--- config.mk ---
export PLATFORM = sky130hd
export DESIGN_NAME = nn_inference_ctrl
export DESIGN_NICKNAME = d
export VERILOG_FILES = /design/src/rtl/nn_inference_ctrl_pkg.sv /design/src/rtl/nn_inference_ctrl_timeout_ctr.sv /design/src/rtl/nn_inference_ctrl.sv
export SDC_FILE = /design/constraint.sdc
export NUM_CORES = 1
export LEC_CHECK = 0
export ABC_AREA = 0
export BUFFER_PORTS_ARGS = -buffer_cell sky130_fd_sc_hd__buf_2
export CAP_MARGIN = 10
export CORE_ASPECT_RATIO = 0.7
export CORE_UTILIZATION = 40
export DETAILED_ROUTE_END_ITERATION = 6
export HOLD_SLACK_MARGIN = 0.15
export PLACE_DENSITY = 0.66
export SYNTH_ARGS = -nofsm -noshare
export SYNTH_HDL_FRONTEND = slang
export SYNTH_SLANG_ARGS = --single-unit
export TNS_END_PERCENT = 1
--- constraint.sdc ---
create_clock -name clk -period 2.3 [get_ports clk]
set_clock_uncertainty 0.2 [all_clocks]
set_input_delay 0.115 -clock clk [delete_from_list [all_inputs] [get_ports clk]]
set_output_delay 0.115 -clock clk [all_outputs]
set_load 0.005 [all_outputs]
--- src/rtl/nn_inference_ctrl_pkg.sv ---
// Shared types and width helpers for the neural_net inference sequencer.
package nn_ctrl_pkg;

  typedef enum logic [1:0] {
    LOAD = 2'd0,
    FIRE = 2'd1,
    WAIT = 2'd2,
    HOLD = 2'd3
  } ctrl_state_t;

  localparam int unsigned DEF_IN_COUNT    = 4;
  localparam int unsigned DEF_TIMEOUT_CYC = 1024;
  localparam int unsigned DEF_IDX_W       = $clog2(DEF_IN_COUNT);
  localparam int unsigned DEF_TMR_W       = $clog2(DEF_TIMEOUT_CYC);

  // Index width that stays legal (>= 1 bit) for degenerate counts.
  function automatic int unsigned width_of(input int unsigned n);
    return (n > 1) ? $clog2(n) : 1;
  endfunction

endpackage

--- src/rtl/nn_inference_ctrl_timeout_ctr.sv ---
// Watchdog counter: cleared on clear, counts while enabled, flags at TIMEOUT_CYC-1.
module nn_timeout_ctr #(
  parameter int unsigned TIMEOUT_CYC = 1024,
  parameter int unsigned W           = 10
) (
  input  logic clk,
  input  logic rst_n,
  input  logic clear,
  input  logic enable,
  output logic expired
);

  localparam logic [W-1:0] LIMIT = W'(TIMEOUT_CYC - 1);

  logic [W-1:0] count;

  always_ff @(posedge clk or negedge rst_n) begin
    if (!rst_n) begin
      count <= '0;
    end else if (clear) begin
      count <= '0;
    end else if (enable && !expired) begin
      count <= count + W'(1);
    end
  end

  assign expired = (count == LIMIT);

endmodule

--- src/rtl/nn_inference_ctrl.sv ---
// Sequencer in front of neural_net: packs input words, fires, waits for done,
// returns the class result on a valid/ready port, and aborts hung inferences.
module nn_inference_ctrl
  import nn_ctrl_pkg::*;
#(
  parameter int unsigned IN_COUNT    = 4,
  parameter int unsigned DATA_WIDTH  = 16,
  parameter int unsigned RESULT_W    = 4,
  parameter int unsigned TIMEOUT_CYC = 1024,
  parameter int unsigned CNT_W       = 16
) (
  input  logic                           clk,
  input  logic                           rst_n,
  input  logic                           s_valid,
  output logic                           s_ready,
  input  logic [DATA_WIDTH-1:0]          s_data,
  output logic [IN_COUNT*DATA_WIDTH-1:0] nn_in,
  output logic                           nn_first,
  input  logic                           nn_done,
  input  logic [RESULT_W-1:0]            nn_result,
  output logic                           m_valid,
  input  logic                           m_ready,
  output logic [RESULT_W-1:0]            m_result,
  output logic                           busy,
  output logic                           timeout_err,
  output logic [CNT_W-1:0]               infer_cnt,
  output logic [CNT_W-1:0]               timeout_cnt,
  input  logic                           err_clr
);

  localparam int unsigned IDX_W = width_of(IN_COUNT);
  localparam int unsigned TMR_W = width_of(TIMEOUT_CYC);

  ctrl_state_t      state;
  logic [IDX_W-1:0] idx;
  logic             done_q;
  logic             expired;
  logic             last_word;
  logic             done_edge;
  logic             abort;

  assign s_ready   = (state == LOAD);
  assign busy      = (state != LOAD);
  assign last_word = (idx == IDX_W'(IN_COUNT - 1));
  assign done_edge = nn_done & ~done_q;
  // A coincident done edge beats the watchdog expiry.
  assign abort     = (state == WAIT) && !done_edge && expired;

  nn_timeout_ctr #(
    .TIMEOUT_CYC (TIMEOUT_CYC),
    .W           (TMR_W)
  ) u_timeout (
    .clk     (clk),
    .rst_n   (rst_n),
    .clear   (state == FIRE),
    .enable  (state == WAIT),
    .expired (expired)
  );

  always_ff @(posedge clk or negedge rst_n) begin
    if (!rst_n) begin
      state     <= LOAD;
      idx       <= '0;
      nn_in     <= '0;
      nn_first  <= 1'b0;
      done_q    <= 1'b0;
      m_valid   <= 1'b0;
      m_result  <= '0;
      infer_cnt <= '0;
    end else begin
      nn_first <= 1'b0;
      case (state)
        LOAD: begin
          if (s_valid) begin
            nn_in[idx*DATA_WIDTH +: DATA_WIDTH] <= s_data;
            if (last_word) begin
              idx      <= '0;
              nn_first <= 1'b1;
              state    <= FIRE;
            end else begin
              idx <= idx + IDX_W'(1);
            end
          end
        end
        FIRE: begin
          // Preload so a done level already high is not mistaken for an edge.
          done_q <= nn_done;
          state  <= WAIT;
        end
        WAIT: begin
          done_q <= nn_done;
          if (done_edge) begin
            m_result  <= nn_result;
            m_valid   <= 1'b1;
            infer_cnt <= infer_cnt + CNT_W'(1);
            state     <= HOLD;
          end else if (expired) begin
            state <= LOAD;
          end
        end
        HOLD: begin
          if (m_ready) begin
            m_valid <= 1'b0;
            state   <= LOAD;
          end
        end
        default: state <= LOAD;
      endcase
    end
  end

  always_ff @(posedge clk or negedge rst_n) begin
    if (!rst_n) begin
      timeout_err <= 1'b0;
      timeout_cnt <= '0;
    end else if (abort) begin
      timeout_err <= 1'b1;
      if (err_clr) begin
        timeout_cnt <= CNT_W'(1);
      end else if (!(&timeout_cnt)) begin
        timeout_cnt <= timeout_cnt + CNT_W'(1);
      end
    end else if (err_clr) begin
      timeout_err <= 1'b0;
      timeout_cnt <= '0;
    end
  end

endmodule

## Yosys cells after proc, flatten, opt, wreduce, memory -nomap -nowiden

Cells that the tools add are included.

- $add $sub $neg: 5
- Equal/unequal tests: 11
- Shift operators: 2
- Multiplexer cells: 22
- Bitwise logic cells: 2
- Reductions and logical operators: 17

Operator list:

| operator | count |
|---|---|
| bitwise mux 64 bit | 1 |
| 2-to-1 mux 16 bit | 4 |
| variable shift 16 x 34 -> 64 bit, first input constant | 1 |
| indexed part select 16 x 34 -> 64 bit | 1 |
| negator 6 -> 34 bit | 1 |
| adder 16 x 1 -> 16 bit, second input constant | 2 |
| 2-to-1 mux 10 bit | 2 |
| AND reduction 16 bit | 1 |
| 2-to-1 mux 2 bit | 6 |
| adder 10 x 1 -> 10 bit, second input constant | 1 |
| == test 10 bit, second input constant | 1 |
| != test 2 bit, second input constant | 4 |
| case mux 2 bit (4 select lines) | 1 |
| nonzero test 2 bit | 4 |
| 2-to-1 mux 1 bit | 7 |
| == test 2 bit, second input constant | 3 |
| AND reduction 2 bit | 3 |
| AND reduction 4 bit | 1 |
| logical AND 1 bit | 3 |
| != test 3 bit, second input constant | 1 |
| AND reduction 3 bit | 1 |
| adder 2 x 1 -> 2 bit, second input constant | 1 |
| == test 2 x 1 -> 1 bit, second input constant | 1 |
| zero test 1 bit | 2 |
| 6 further kinds | 6 |

- Flip-flop bits (word level): 118
- Output and inout bits: 105
- Logic and storage cells: 70

## Longest topological paths before layout

Gate-level depths: netlist of the first run.

- Depth in word-level cells: 7
- Mapped depth: 7
- Mapped depth without buffers: 7

## Cells and area by module

From an unflattened synthesis of the first run, not the netlist that was laid out.

- Cells, all modules: 442
- Area, all modules: 5162.5 um^2

Modules (own cells, without submodules):

| module | times used | cells each | area each (um^2) | sequential area each (um^2) |
|---|---|---|---|---|
| nn_inference_ctrl | 1 | 386 | 4596.9 | 2702.6 |
| nn_timeout_ctr | 1 | 56 | 565.5 | 250.2 |

## Worst setup path before layout of the first run

No wires, ideal clock.

- Kind: reg-to-reg
- Start: reg idx[0]
- End: reg nn_in[38]
- Setup time: 65 ps
- Data arrival time: 1892 ps
- Setup slack: 143 ps
- Stages on the path, launching flop included: 7
- Buffers on the path: 1
- Clock period less this slack: 2157 ps
- Path through: dfrtp_1 inv_1 ha_1 inv_1 nor4_2 buf_2 a22o_1

- Cells in the longest elaborated chain, start to end: 3
- Elaborated cells on any way between the ends: 4

RTL lines:

| item | RTL line | source |
|---|---|---|
| from (decl) | nn_inference_ctrl.sv:35 | `logic [IDX_W-1:0] idx;` |
| from (signal assigned) | nn_inference_ctrl.sv:81 | `idx <= idx + IDX_W'(1);` |
| negator 6 -> 34 bit (*) | nn_inference_ctrl.sv:75 | `nn_in[idx*DATA_WIDTH +: DATA_WIDTH] <= s_data;` |
| indexed part select 16 x 34 -> 64 bit or variable shift 16 x 34 -> 64 bit (tied branches) | nn_inference_ctrl.sv:75 |  |
| bitwise mux 64 bit (*) | nn_inference_ctrl.sv:75 |  |
| to (signal, indexed assignment) | nn_inference_ctrl.sv:75 |  |
| to (decl) | nn_inference_ctrl.sv:17 | `output logic [IN_COUNT*DATA_WIDTH-1:0] nn_in,` |

Every way passes the cells marked *; elsewhere a longest branch is shown, timed or not.
A chain may end at the register's enable or synchronous reset.

## Final worst setup path of the first run

- Start: reg state[0]
- End: reg infer_cnt[15]

- Cells in the longest elaborated chain, start to end: 2

RTL lines:

| item | RTL line | source |
|---|---|---|
| from (decl) | nn_inference_ctrl.sv:34 | `ctrl_state_t state;` |
| from (signal assigned) | nn_inference_ctrl.sv:62 | `state <= LOAD;` |
| from (signal assigned) | nn_inference_ctrl.sv:79 | `state <= FIRE;` |
| from (signal assigned) | nn_inference_ctrl.sv:88 | `state <= WAIT;` |
| == test 2 bit | nn_inference_ctrl.sv:72 | `case (state)` |
| AND reduction 2 bit (no line) | - |  |
| to (signal assigned) | nn_inference_ctrl.sv:95 | `infer_cnt <= infer_cnt + CNT_W'(1);` |
| to (decl) | nn_inference_ctrl.sv:26 | `output logic [CNT_W-1:0] infer_cnt,` |

Every way passes these cells.

==> results of run 1 <==
[critical path, delay by kind of cell, from the launching register on]
family        cells  cell delay (ns)
xor+xnor          1             0.16
fa+ha+maj         1             0.24
buf+inv           1             0.12
flops             1             0.41
simple gates      4             1.05
[registers in the layout (all words and copies together) (netlist names)]
| name | cells |
|---|---|
| state | 2 |
| timeout_err | 1 |
| done_q | 1 |
| u_timeout.count | 10 |
| nn_in | 64 |
| timeout_cnt | 16 |
| nn_first | 1 |
| infer_cnt | 16 |
| m_result | 4 |
| m_valid | 1 |
| idx | 2 |
[metrics by stage]
stage                     setup WS, ns  TNS, ns  instance area (um2)   util  instances
after detailed placement       0.00532        0                 6010  0.502        714
after floorplan                  0.143        0                 5020      -        422
after CTS                       0.0328        0                 6870  0.574        775
after global placement           0.176        0                 6010  0.502        714
final                           0.0425        0                 6890  0.575        775
after global routing           -0.0338  -0.0358                 6890  0.575        775
[final cells by class]
cell class                 instances  area, um2  area share
clock inverter                    14        140      0.0203
tap                              157        196      0.0285
timing repair buffer             181       1130       0.165
inverter                          13       48.8     0.00709
clock buffer                      18        429      0.0623
sequential                       118       2950       0.429
multi-input combinational        274       1990       0.288
[synth_stat cells (all sizes together), types with 4 or more instances]
library cell | n | share of area
nand4 | 13 | 0.017
nor2 | 27 | 0.020
and4 | 5 | 0.0092
a21oi | 9 | 0.0090
nand3 | 14 | 0.014
and3 | 9 | 0.012
buf | 10 | 0.011
or2 | 4 | 0.0050
a22o | 65 | 0.11
clkbuf | 7 | 0.0052
dfrtp | 118 | 0.59
xor2 | 14 | 0.024
a31oi | 4 | 0.0050
ha | 13 | 0.032
xnor2 | 13 | 0.023
inv | 13 | 0.0097
nor3 | 13 | 0.013
nor4 | 13 | 0.021
nand2 | 35 | 0.026
[layer usage]
metal  vias up  share of wire  GRT usage  wire (um)
met4         0          0.020     0.0926        265
met2       132           0.45      0.351       6100
met1      2054           0.46      0.283       6210
li1       1911              -          -          -
met5         -              0          0          0
met3        25          0.063     0.0648        846
[power breakdown]
| group | total, mW | switching, mW | internal (mW) |
|---|---|---|---|
| clock network | 2.54 | 1.03 | 1.51 |
| registers | 3.03 | 0.392 | 2.64 |
| logic | 2.04 | 1.01 | 1.02 |
| total | 7.61 | 2.43 | 5.17 |
[final timing paths]
| kind | slack [ns] | endpoint | startpoint |
|---|---|---|---|
| worst max-delay path | 0.04 | infer_cnt[15] | state[0] |
| worst min-delay path | 0.12 | infer_cnt[3] | rst_n |
| worst max register to register | 0.04 | infer_cnt[15] | state[0] |
| worst min register to register | 0.27 | infer_cnt[15] | infer_cnt[15] |
| max in group asynchronous | 1.27 | nn_first | rst_n |
| min in group clk | 0.27 | infer_cnt[15] | infer_cnt[15] |
[placed cells by master (no fill, tap or decap), types with 6 or more instances in the layout]
cell / synthesis / routed
buf_2: 8 / 129
dfrtp_1: 118 / 118
a22o_1: 65 / 65
nand2_1: 35 / 34
dlygate4sd3_1: 0 / 29
nor2_1: 27 / 27
buf_4: 0 / 21
clkbuf_16: 0 / 17
xor2_1: 14 / 14
nand3_1: 14 / 14
inv_1: 13 / 13
xnor2_1: 13 / 13
nand4_1: 12 / 12
ha_1: 13 / 12
nor3_1: 13 / 11
nor4_1: 9 / 9
a21oi_1: 9 / 9
and3_1: 6 / 6
inv_6: 0 / 6
[timing repair]
item	in CTS	in global routing
resized for setup	1	4
hold buffers	29	0
buffers inserted	0	0
endpoints found under the hold margin	213	0
setup endpoints to repair	1	9
[cell families (layout without fill, tap and decap cells)]
group	Yosys count	count (layout)	share of synthesized area
adders and majority gates	13	13	0.0324
AOI/OAI and AO/OA	88	88	0.144
xor gates and xnor gates	27	27	0.0471
buffers and inverters	30	226	0.0259
DFF	118	118	0.589
and+or+nand+nor	142	142	0.153
muxes	4	4	0.00848
==> key figures, run 1 <==
Layout
  – Final #Nets: 644
  – Layout cells sized above 1: 0.337
  – Antenna cells: 0
  – Synth-to-Final Area Change: 37.3%
  – Fillers: 1025

Detailed routing
  – Final ANT Viol Nets: 0
  – Drt wl/cell: 17.3 um
  – Drt pass-1 iters: 4
  – Routed vias/inst: 5.32
  – Final wirelength: 13.4 mm
  – DR vias: 4122
  – Residual DRC: 0
  – Iteration-0 DRC Markers: 265

Floorplanning
  – Boundary Pins: 131
  – Initial Util: 0.419
  – Core Box Area: 12000 um2
  – Die Wd: 136 um
  – Die Span Y: 95.7 um
  – Die ar.: 13000 um2
  – Num rows: 33

Power
  – Total chip power: 7.61 mW
  – PwrDens: 1100 nW/um2
  – Leakage power: 3.56 nW
  – Worst IR drop on VDD: 0.000575 V

Timing
  – WHS: 0.121 ns
  – Fin crit share: 0.982
  – Fin. max-slew vios: 0
  – Highest clock rate: 443 MHz
  – Max_slew headroom: 0.573
  – Final setup fails: 0
  – Min Tclk post-route: 2.26 ns
  – Slew @ Worst Pin: 0.641 ns
  – Hold Fails Final Rpt: 0

Critical path
  – Crit path max fanout: 6
  – Critical Path, Cell by Cell: inv_1 > ha_2 > and3b_2 > nand4_1 > or3_1 > nor3_2 > xor2_1
  – Worst path slowest cell: or3_1
  – CP arrival: 2.39 ns
  – Crit path required time: 2.43 ns
  – R2R depth: 7
  – Crit path capture type: flop
  – Crit path largest cell delay: 0.43 ns
  – Critical path type: flop to flop
  – Critical path startpoint category: flop

Synth
  – Flops & latches, synth: 118
  – Seq/Total Area, Yosys: 0.589
  – Ys async rst share: 1.00
  – Syn Nets: 461
  – Mapped Area: 5020 um2
  – Cells after synthesis: 422
  – Syn. warnings: 0
  – Top FF cell, synth: dfrtp_1
  – Cell variety after synth: 40
  – Number of flops mapped to enable cells by yosys: 0
  – Syn Area/Cell: 11.9 um2

Clock network
  – Worst-path clk slew: 0.06 ns
  – CTS tree: yes
  – CTS Sinks: 118
  – Root buffer cell: clkbuf_16
  – Clk buf depth: 2
  – Clock buffer count from CTS: 17
  – Clk_lat worst skew: 0.41 ns
  – CTS HTree Levels: 4

Global routing
  – Number of global-route vias before repair: 4146
  – Tot GR Track Use: 0.221
  – First-pass GRT wire length: 21.5 mm
  – Largest net degree at the start of global routing: 119
  – Initial antenna violation count: 0
  – Grt ovf: 0

Placed design
  – Port bufs: 130
  – Hpwl dp: 8.51 mm
  – Routability Congestion: 0.853

Status
  – Status: finished, final reports clean

Run
  – Max Cap Viol: 0

Min path
  – Worst Hold Class: input pin to async pin
Power figures use the tool's default switching activity.
==> run 2: changes to the inputs <==
CORE_ASPECT_RATIO = default   (was 0.7)
==> run 2 against run 1 <==
Net effect:
- register-to-register slack improved by 0.03 ns
- power increased by 5.1%
- global-route usage decreased by 0.64 points
- sequential share of layout area decreased by 0.65 points
- critical endpoint is now m_result[3]
- first-iteration DRC count decreased by 35%
- clock-buffer cell count increased by 4
- worst hold slack improved by 0.16 ns
- non-clock buffer count unchanged
- die area about the same
- largest cell class unchanged
- combinational power about the same
==> key figures, run 2 (same netlist as run 1, synthesis figures left out) <==
Critical path
  – Crit path capture type: flop
  – CP startpoint: state[0]
  – Reg-to-Reg Start: state[0]
  – Critical path type: flop to flop
  – Crit path required time: 2.40 ns
  – Critical path startpoint category: flop
  – R2R depth: 7
  – CP arrival: 2.32 ns
  – Crit path max fanout: 6

Clock network
  – CTS HTree Levels: 4
  – Buffers inserted by post-CTS timing repair: 0
  – Root buffer cell: clkbuf_16
  – Clk buf depth: 2
  – CTS tree: yes
  – CTS Sinks: 118
  – Clock buffer count from CTS: 17
  – Clk_lat worst skew: 0.42 ns
  – Worst-path clk slew: 0.05 ns

Global routing
  – Initial antenna violation count: 0
  – Busiest grt layer: met2
  – Largest net degree at the start of global routing: 52
  – Met3 Use GR: 0.0733
  – Tot GR Track Use: 0.214
  – First-pass GRT wire length: 21.3 mm
  – M1 GR Usage: 0.268
  – Number of global-route vias before repair: 4239
  – Met2 GRT Util: 0.347
  – Grt ovf: 0

Timing
  – Setup TNS: 0 ns
  – Fin. max-slew vios: 0
  – Slew @ Worst Pin: 0.383 ns
  – Final setup fails: 0
  – RSZ-0062 raised after global routing: false
  – Hold Fails Final Rpt: 0
  – Highest clock rate: 450 MHz
  – Fin crit share: 0.967
  – Min Tclk post-route: 2.22 ns
  – WHS: 0.277 ns
  – Max_slew headroom: 0.745

Min path
  – WHS Path Cells: 1
  – Worst Hold Class: flop to flop
  – Hold_sp: infer_cnt[15]

Placed design
  – Routability Congestion: 0.833
  – Port bufs: 130
  – Hpwl dp: 8.32 mm

Power
  – Leakage power: 3.63 nW
  – Total chip power: 7.99 mW
  – Worst IR drop on VDD: 0.000711 V
  – PwrDens: 1140 nW/um2

Floorplanning
  – Boundary Pins: 131
  – Num rows: 40
  – Die Span Y: 114 um
  – Die ar.: 13000 um2
  – Core Box Area: 12100 um2
  – Initial Util: 0.414
  – Die Wd: 114 um

Detailed routing
  – Drt wl/cell: 16.7 um
  – Final ANT Viol Nets: 0
  – Residual DRC: 0
  – Drt pass-1 iters: 4
  – Final wirelength: 13.1 mm
  – Routed vias/inst: 5.28
  – Iteration-0 DRC Markers: 171
  – DR vias: 4142

Layout
  – Antenna cells: 0
  – Final #Nets: 644
  – Biggest regs: nn_in x64, infer_cnt x16, timeout_cnt x16
  – Layout cells sized above 1: 0.334
  – Fillers: 1040
  – Top reg by flops: nn_in
  – Max reg flops: 64
  – Final core occ: 0.577
  – Commonest non-fill, non-tap cell in the layout: buf_2
  – Most frequent cells in the layout: buf_2, dfrtp_1, a22o_1
  – Synth-to-Final Area Change: 39.4%

Status
  – Status: finished, final reports clean

Run
  – Max Cap Viol: 0
[run 2: repair_timing]
action,4_1_cts,5_1_grt
resized for setup,1,6
gates cloned,0,0
hold buffers,31,0
hold endpoints to repair,213,0
endpoints found under the setup margin,1,14
[run 2: final timing paths]
kind	endpoint	slack (ns)
setup / recovery	m_result[3]	0.08
hold / removal	infer_cnt[15]	0.28
setup reg to reg	m_result[3]	0.08
hold reg to reg	infer_cnt[15]	0.28
max in group asynchronous	timeout_cnt[2]	1.04
min in group asynchronous	nn_in[3]	0.59
[run 2: metrics by stage]
step / instances / setup slack, ns / instance area (um2)
after floorplan: 422 / 0.143 / 5020
after global placement: 723 / 0.120 / 6000
after detailed placement: 723 / -0.00198 / 6000
after CTS: 785 / 0.00181 / 6970
after global routing: 785 / 0.00657 / 6990
final: 785 / 0.0763 / 6990
[run 2: where the power goes]
group,internal (mW),leakage [nW],switching [mW],total [mW]
clock,2.00,0.316,0.918,2.91
sequential,2.64,1.61,0.372,3.01
combinational,1.05,1.71,1.02,2.07
[run 2: critical path, stage by stage, from the launching register on]
cell           delay (ns)
dfrtp_1              0.41
inv_1                0.11
ha_2                 0.22
inv_1                0.07
or2_2                0.37
nand2_1              0.12
nand2_1              0.06
dlygate4sd3_1        0.54
[run 2: final cells by class]
class / count / area, um2 / share of cell area
Sequential cell: 118 / 2950 / 0.422
Clock buffer: 22 / 474 / 0.0678
Multi-Input combinational cell: 274 / 2000 / 0.286
Clock inverter: 9 / 173 / 0.0247
Tap cell: 168 / 210 / 0.0301
Inverter: 13 / 48.8 / 0.00698
Timing Repair Buffer: 181 / 1140 / 0.162
[run 2: layer usage]
| metal | share of wire | up-vias |
|---|---|---|
| met5 | 0 | - |
| met3 | 0.064 | 22 |
| met2 | 0.48 | 136 |
| met4 | 0.016 | 0 |
| li1 | - | 1915 |
| met1 | 0.44 | 2069 |
